File: src/rtl/seq_detector_param.sv
// Parameterised serial pattern detector.
// Scans a qualified bit stream for PATTERN (MSB received first), pulses
// `detected` one cycle after the completing bit, and keeps a saturating
// match counter. Overlapping or non-overlapping detection is chosen per
// valid bit through overlap_en.
module seq_detector_param #(
  parameter int                PAT_W   = 4,
  parameter logic [PAT_W-1:0]  PATTERN = 4'b1011,
  parameter int                COUNT_W = 8
) (
  input  logic               clk,
  input  logic               reset_n,
  input  logic               clear,
  input  logic               in_valid,
  input  logic               in_bit,
  input  logic               overlap_en,
  output logic               detected,
  output logic [COUNT_W-1:0] match_count,
  output logic               count_sat,
  output logic               busy
);

  // fill_cnt spans 0..PAT_W inclusive
  localparam int FC_W = $clog2(PAT_W + 1);
  localparam logic [FC_W-1:0] FC_MAX = FC_W'(PAT_W);
  localparam logic [FC_W-1:0] FC_ARM = FC_W'(PAT_W - 1);

  typedef enum logic {
    FILL  = 1'b0,
    ARMED = 1'b1
  } state_t;

  // Only the newest PAT_W-1 bits are ever compared together with the
  // incoming bit, so the oldest history bit is not stored.
  logic [PAT_W-2:0]   hist_reg;
  logic [FC_W-1:0]    fill_cnt_reg;
  state_t             state_reg;
  logic               detected_reg;
  logic [COUNT_W-1:0] match_count_reg;

  logic [PAT_W-1:0]   cand_next;
  logic [FC_W-1:0]    fill_inc_next;
  logic               match_next;
  logic               cnt_full_next;

  // Candidate window, saturating fill increment and match decode
  always_comb begin
    cand_next     = {hist_reg, in_bit};
    fill_inc_next = (fill_cnt_reg == FC_MAX) ? FC_MAX : fill_cnt_reg + FC_W'(1);
    match_next    = in_valid && (state_reg == ARMED) && (cand_next == PATTERN);
    cnt_full_next = &match_count_reg;
  end

  // History, fill counter, FSM, detect pulse and match counter
  always_ff @(posedge clk or negedge reset_n) begin
    if (!reset_n) begin
      hist_reg        <= '0;
      fill_cnt_reg    <= '0;
      state_reg       <= FILL;
      detected_reg    <= 1'b0;
      match_count_reg <= '0;
    end else if (clear) begin
      // A match completing in this cycle is discarded along with the rest
      hist_reg        <= '0;
      fill_cnt_reg    <= '0;
      state_reg       <= FILL;
      detected_reg    <= 1'b0;
      match_count_reg <= '0;
    end else if (in_valid) begin
      hist_reg     <= cand_next[PAT_W-2:0];
      detected_reg <= match_next;
      if (match_next) begin
        if (!cnt_full_next) begin
          match_count_reg <= match_count_reg + COUNT_W'(1);
        end
        if (overlap_en) begin
          // Trailing bits may start the next match
          fill_cnt_reg <= fill_inc_next;
          state_reg    <= ARMED;
        end else begin
          // Next match needs PAT_W fresh bits
          fill_cnt_reg <= '0;
          state_reg    <= FILL;
        end
      end else begin
        fill_cnt_reg <= fill_inc_next;
        if (fill_inc_next >= FC_ARM) begin
          state_reg <= ARMED;
        end
      end
    end else begin
      // Gaps hold everything except the one-cycle pulse
      detected_reg <= 1'b0;
    end
  end

  assign detected    = detected_reg;
  assign match_count = match_count_reg;
  assign count_sat   = &match_count_reg;
  assign busy        = (state_reg == ARMED);

endmodule

File: config.mk
export PLATFORM = sky130hd
export DESIGN_NAME = seq_detector_param
export DESIGN_NICKNAME = d
export VERILOG_FILES = /design/src/rtl/seq_detector_param.sv
export SDC_FILE = /design/constraint.sdc
export NUM_CORES = 1
export LEC_CHECK = 0
export CAP_MARGIN = 20
export CORE_MARGIN = 2
export CORE_UTILIZATION = 49
export CTS_CLUSTER_DIAMETER = 40
export CTS_CLUSTER_SIZE = 10
export DETAILED_ROUTE_END_ITERATION = 6
export GPL_TIMING_DRIVEN = 0
export PLACE_DENSITY = 0.76
export SYNTH_ARGS = -nofsm -noshare
export SYNTH_HDL_FRONTEND = slang
export SYNTH_SLANG_ARGS = --single-unit
File: constraint.sdc
create_clock -name clk -period 1.95 [get_ports clk]
set_clock_uncertainty 0.15 [all_clocks]
set_input_delay 0.39 -clock clk [delete_from_list [all_inputs] [get_ports clk]]
set_output_delay 0.39 -clock clk [all_outputs]
set_load 0.1 [all_outputs]
# After elaboration in Yosys (flattened, before gate mapping)
# Cells that the tools add are included.
[totals]
regBits = 16
[op_classes]
add_sub_neg = 2
magnitude_cmp = 1
eq_ne = 3
n_mux = 18
n_reduce_logical = 8
[ops]
columns = ["cell", "n"]
rows = [
  ["$mux 8", 4],
  ["$mux 3", 7],
  ["$add 8x1->8 const B", 1],
  ["$reduce_and 8->1", 1],
  ["$mux 1", 7],
  ["$eq 4x4->1 const B", 1],
  ["$reduce_bool 2->1", 2],
  ["$add 3x1->3 const B", 1],
  ["$eq 3x3->1 const B", 1],
  ["$ge 3x2->1 const B", 1],
  ["$reduce_and 3->1", 1],
  ["$reduce_bool 3->1", 1],
  ["$logic_and 1x1->1", 2],
  ["$ne 2x2->1 const B", 1],
  ["$reduce_and 2->1", 1],
]

# Depth between registers and ports, before layout
[depth]
depth_word = 7
ltp_mapped = 6
ltp_nobuf = 6

# Worst setup path after synthesis
# Ideal clock, no wire load.
[synth_timing]
path_type = "register to output"
from = "reg match_count_reg[0], in the netlist match_count[0]"
to = "out count_sat"
arrival_time_ns = 2.743
path_slack_ns = -1.333
path_stages_with_launch = 4
path_cell_list = "dfrtp_1 ha_1 nand3_1 nor2_1"
[synth_between]
elab_chain_cells = 1
[synth_lines]
columns = ["element", "line_no", "rtl"]
rows = [
  ["from (decl)", "39", "logic [COUNT_W-1:0] match_count_reg;"],
  ["from (signal assigned)", "74", "match_count_reg <= match_count_reg + COUNT_W'(1);"],
  ["$reduce_and 8->1", "99", "assign count_sat = &match_count_reg;"],
  ["to (decl)", "19", "output logic count_sat,"],
]
# Every way passes these cells.

# Worst setup path after layout
[layout_timing]
from = "reg match_count_reg[1], in the netlist match_count[1]"
to = "out count_sat"
# Same word-level chain as after synthesis.

==> out/qor.yml <==
cts_htree_levels: 1
routed_wl_um: 1780
detail_route.iter0.violations: 14
die_area_um2: 2090
netlist.area_leader.share_pct: 46.9
flip_flop_count_of_the_largest_register_all_copies_and_words_added: 8
vias_in_the_first_global_route: 678
finalHoldViolations: 0
placed_cell_area_um2: 1090
worst_slew_pin_slew_ns: 0.715
synth_top_flop_cell: "dfrtp_1"
layout-drive-gt1-share_pct: 30.8
avgRoutedWirePerCell_um: 14.7
synthMostInstantiatedCell: "dfrtp_1"
ios: 17
final_critical_delay_including_setup_and_external_delays_ns: 1.88
synth.net_count: 95
tritoncts: "done"
setup_tns_ns: 0
gr-usage-all-layers_pct: 20.2
critical_path.startpoint_type: "register"
dieWidth_um: 45.7
hold_class: "input pin to register"
yosysWarnings: 0
postSynthCellCount: 85
fill_cells: 140
data_arrival_time_of_the_worst_path_ns: 1.34
grt-ovfl-total: 0
worst_slew_margin_rel_pct: 52.2
portBuffers: 15
number_of_placement_rows: 15
drt-vias-per-instance: 5.93
utilization_pct: 66.7
power_density_nw_per_um2: 553
detailed_place_hpwl_um: 1280
ant_nets: 0
grt_antenna_before_repair: 0
number_of_nets_in_the_layout: 115
worst_supply_voltage_drop_on_vdd_v: 0.000339
maximum_net_fanout_on_the_critical_path: 4
syn-mean-instance-area_um2: 10.0
root_buffer: "clkbuf_4"
path_clk_slew_ns: 0.10
rsz0062_at_grt: "no"
starting_density_of_the_core_pct: 50.5
grt_max_degree: 17
num_antenna_cells: 0
power_leakage_nw: 0.435
worst_skew_pair.late_latency_ns: 0.28
post-route-worst-setup-slack_ns: 0.0691
vertical_die_dimension_um: 45.7
yosys_register_bits: 16
synth_async_sr_flop_share_pct: 100
synth_top_cells_by_area: "dfrtp_1 (47%), ha_1 (5.9%), mux2i_1 (4.7%)"
status: "complete, no violations"
drc_violation_count_after_routing: 0
first_pass_grt_wire_length_um: 3020
setup-violations-final: 0
timing.final.max_slew_violations: 0
post-route-period-util_pct: 96.5
post_cts_resize_count: 36
yosysTopAreaCell: "dfrtp_1"
fin_worst_hold_slack_ns: 0.240
netlist_area_um2: 853
area_delta_synth_final_pct: 32.0
synth_sequential_area_ratio_pct: 46.9
hold_bufs_inserted_after_cts: 0
dr_total_vias: 717
post-route-cell-area_um2: 1130
ys_types: 26
cts_post_setup_buffers_inserted: 0
clk_path_buf_depth: 2
cts-buffers-inserted: 3
gp_congestion: 0.747
setup_slack_after_placement_ns: -0.510
critPathKind: "register to output port"
cp_data_required_time_ns: 1.41
synth_edf_count: 0
drv_cap: 0
coreArea_um2: 1690
clock-sinks: 16
fmaxAchievable_mhz: 532
top_post_synthesis_cells_by_count: "dfrtp_1 (16), nor2_1 (8), o21ai_0 (7)"
type_of_destination_of_the_critical_path: "output port"
dr.pass1.iters: 4
## cell type report
type / count / area, um^2 / area share, %
multi-input cells: 61 / 440 / 39.1
clock buffers: 4 / 26.3 / 2.33
repair buffers: 15 / 164 / 14.6
inverters: 5 / 18.8 / 1.67
well taps: 17 / 21.3 / 1.89
plain buffers: 3 / 26.3 / 2.33
flip-flops and latches: 16 / 429 / 38.1
## worst max-delay path, cell delays in order (launching register included)
cell and delay, ns:
dfrtp_4 0.45, ha_4 0.17, nand3_4 0.09, nor2_4 0.11, buf_6 0.23
## cell usage in the layout, fill, tap and decap left out, types with 2 or more instances in the layout
cell / count
inv_1: 5
mux2i_1: 4
a21oi_1: 6
clkbuf_1: 2
or3_1: 3
nand2_1: 6
o31ai_1: 4
dfrtp_2: 2
nand3_1: 3
nor2_1: 7
or4_1: 3
o21ai_0: 7
dfrtp_4: 7
clkbuf_4: 3
ha_1: 3
buf_6: 3
clkdlybuf4s15_2: 10
clkdlybuf4s50_1: 4
dfrtp_1: 7
## path summary, 6_finish.rpt
kind	from	endpoint	slack, ns	cells past startpoint
max	match_count[1]	count_sat	0.07	4
min	in_valid	hist_reg[1]	0.24	3
max reg2reg	match_count[0]	match_count[4]	0.19	6
min reg2reg	hist_reg[2]	hist_reg[2]	0.38	2
max in group asynchronous	reset_n	match_count[2]	0.75	1
min in group asynchronous	reset_n	match_count[5]	0.37	1
## stage by stage
stage	power [mW]	cells
final	0.623	121
after CTS	0.627	121
after floorplan	0.415	85
after global placement	0.444	117
after global routing	0.650	121
after detailed placement	0.448	117
## power by group
group | internal, mW | total, mW | switching [mW]
logic | 0.0308 | 0.0884 | 0.0576
registers | 0.341 | 0.350 | 0.00923
clock network | 0.0794 | 0.184 | 0.105
total | 0.451 | 0.623 | 0.172
## logic make-up after synthesis
family / share of synthesized area [%]
adder cells (fa/ha/maj): 5.87
AND/OR/NAND/NOR: 20.2
AO/OA/AOI/OAI: 16.0
multiplexers: 4.69
flip-flops: 46.9
buffers and inverters: 5.28
XOR/XNOR: 1.03
## layer usage
metal  share of wire, %  GRT usage [%]
met1                 45           29.1
met2                 49           28.7
met3                3.7           3.57
met4                2.5           10.3
met5                  0              0
Power figures use the tool's default switching activity.
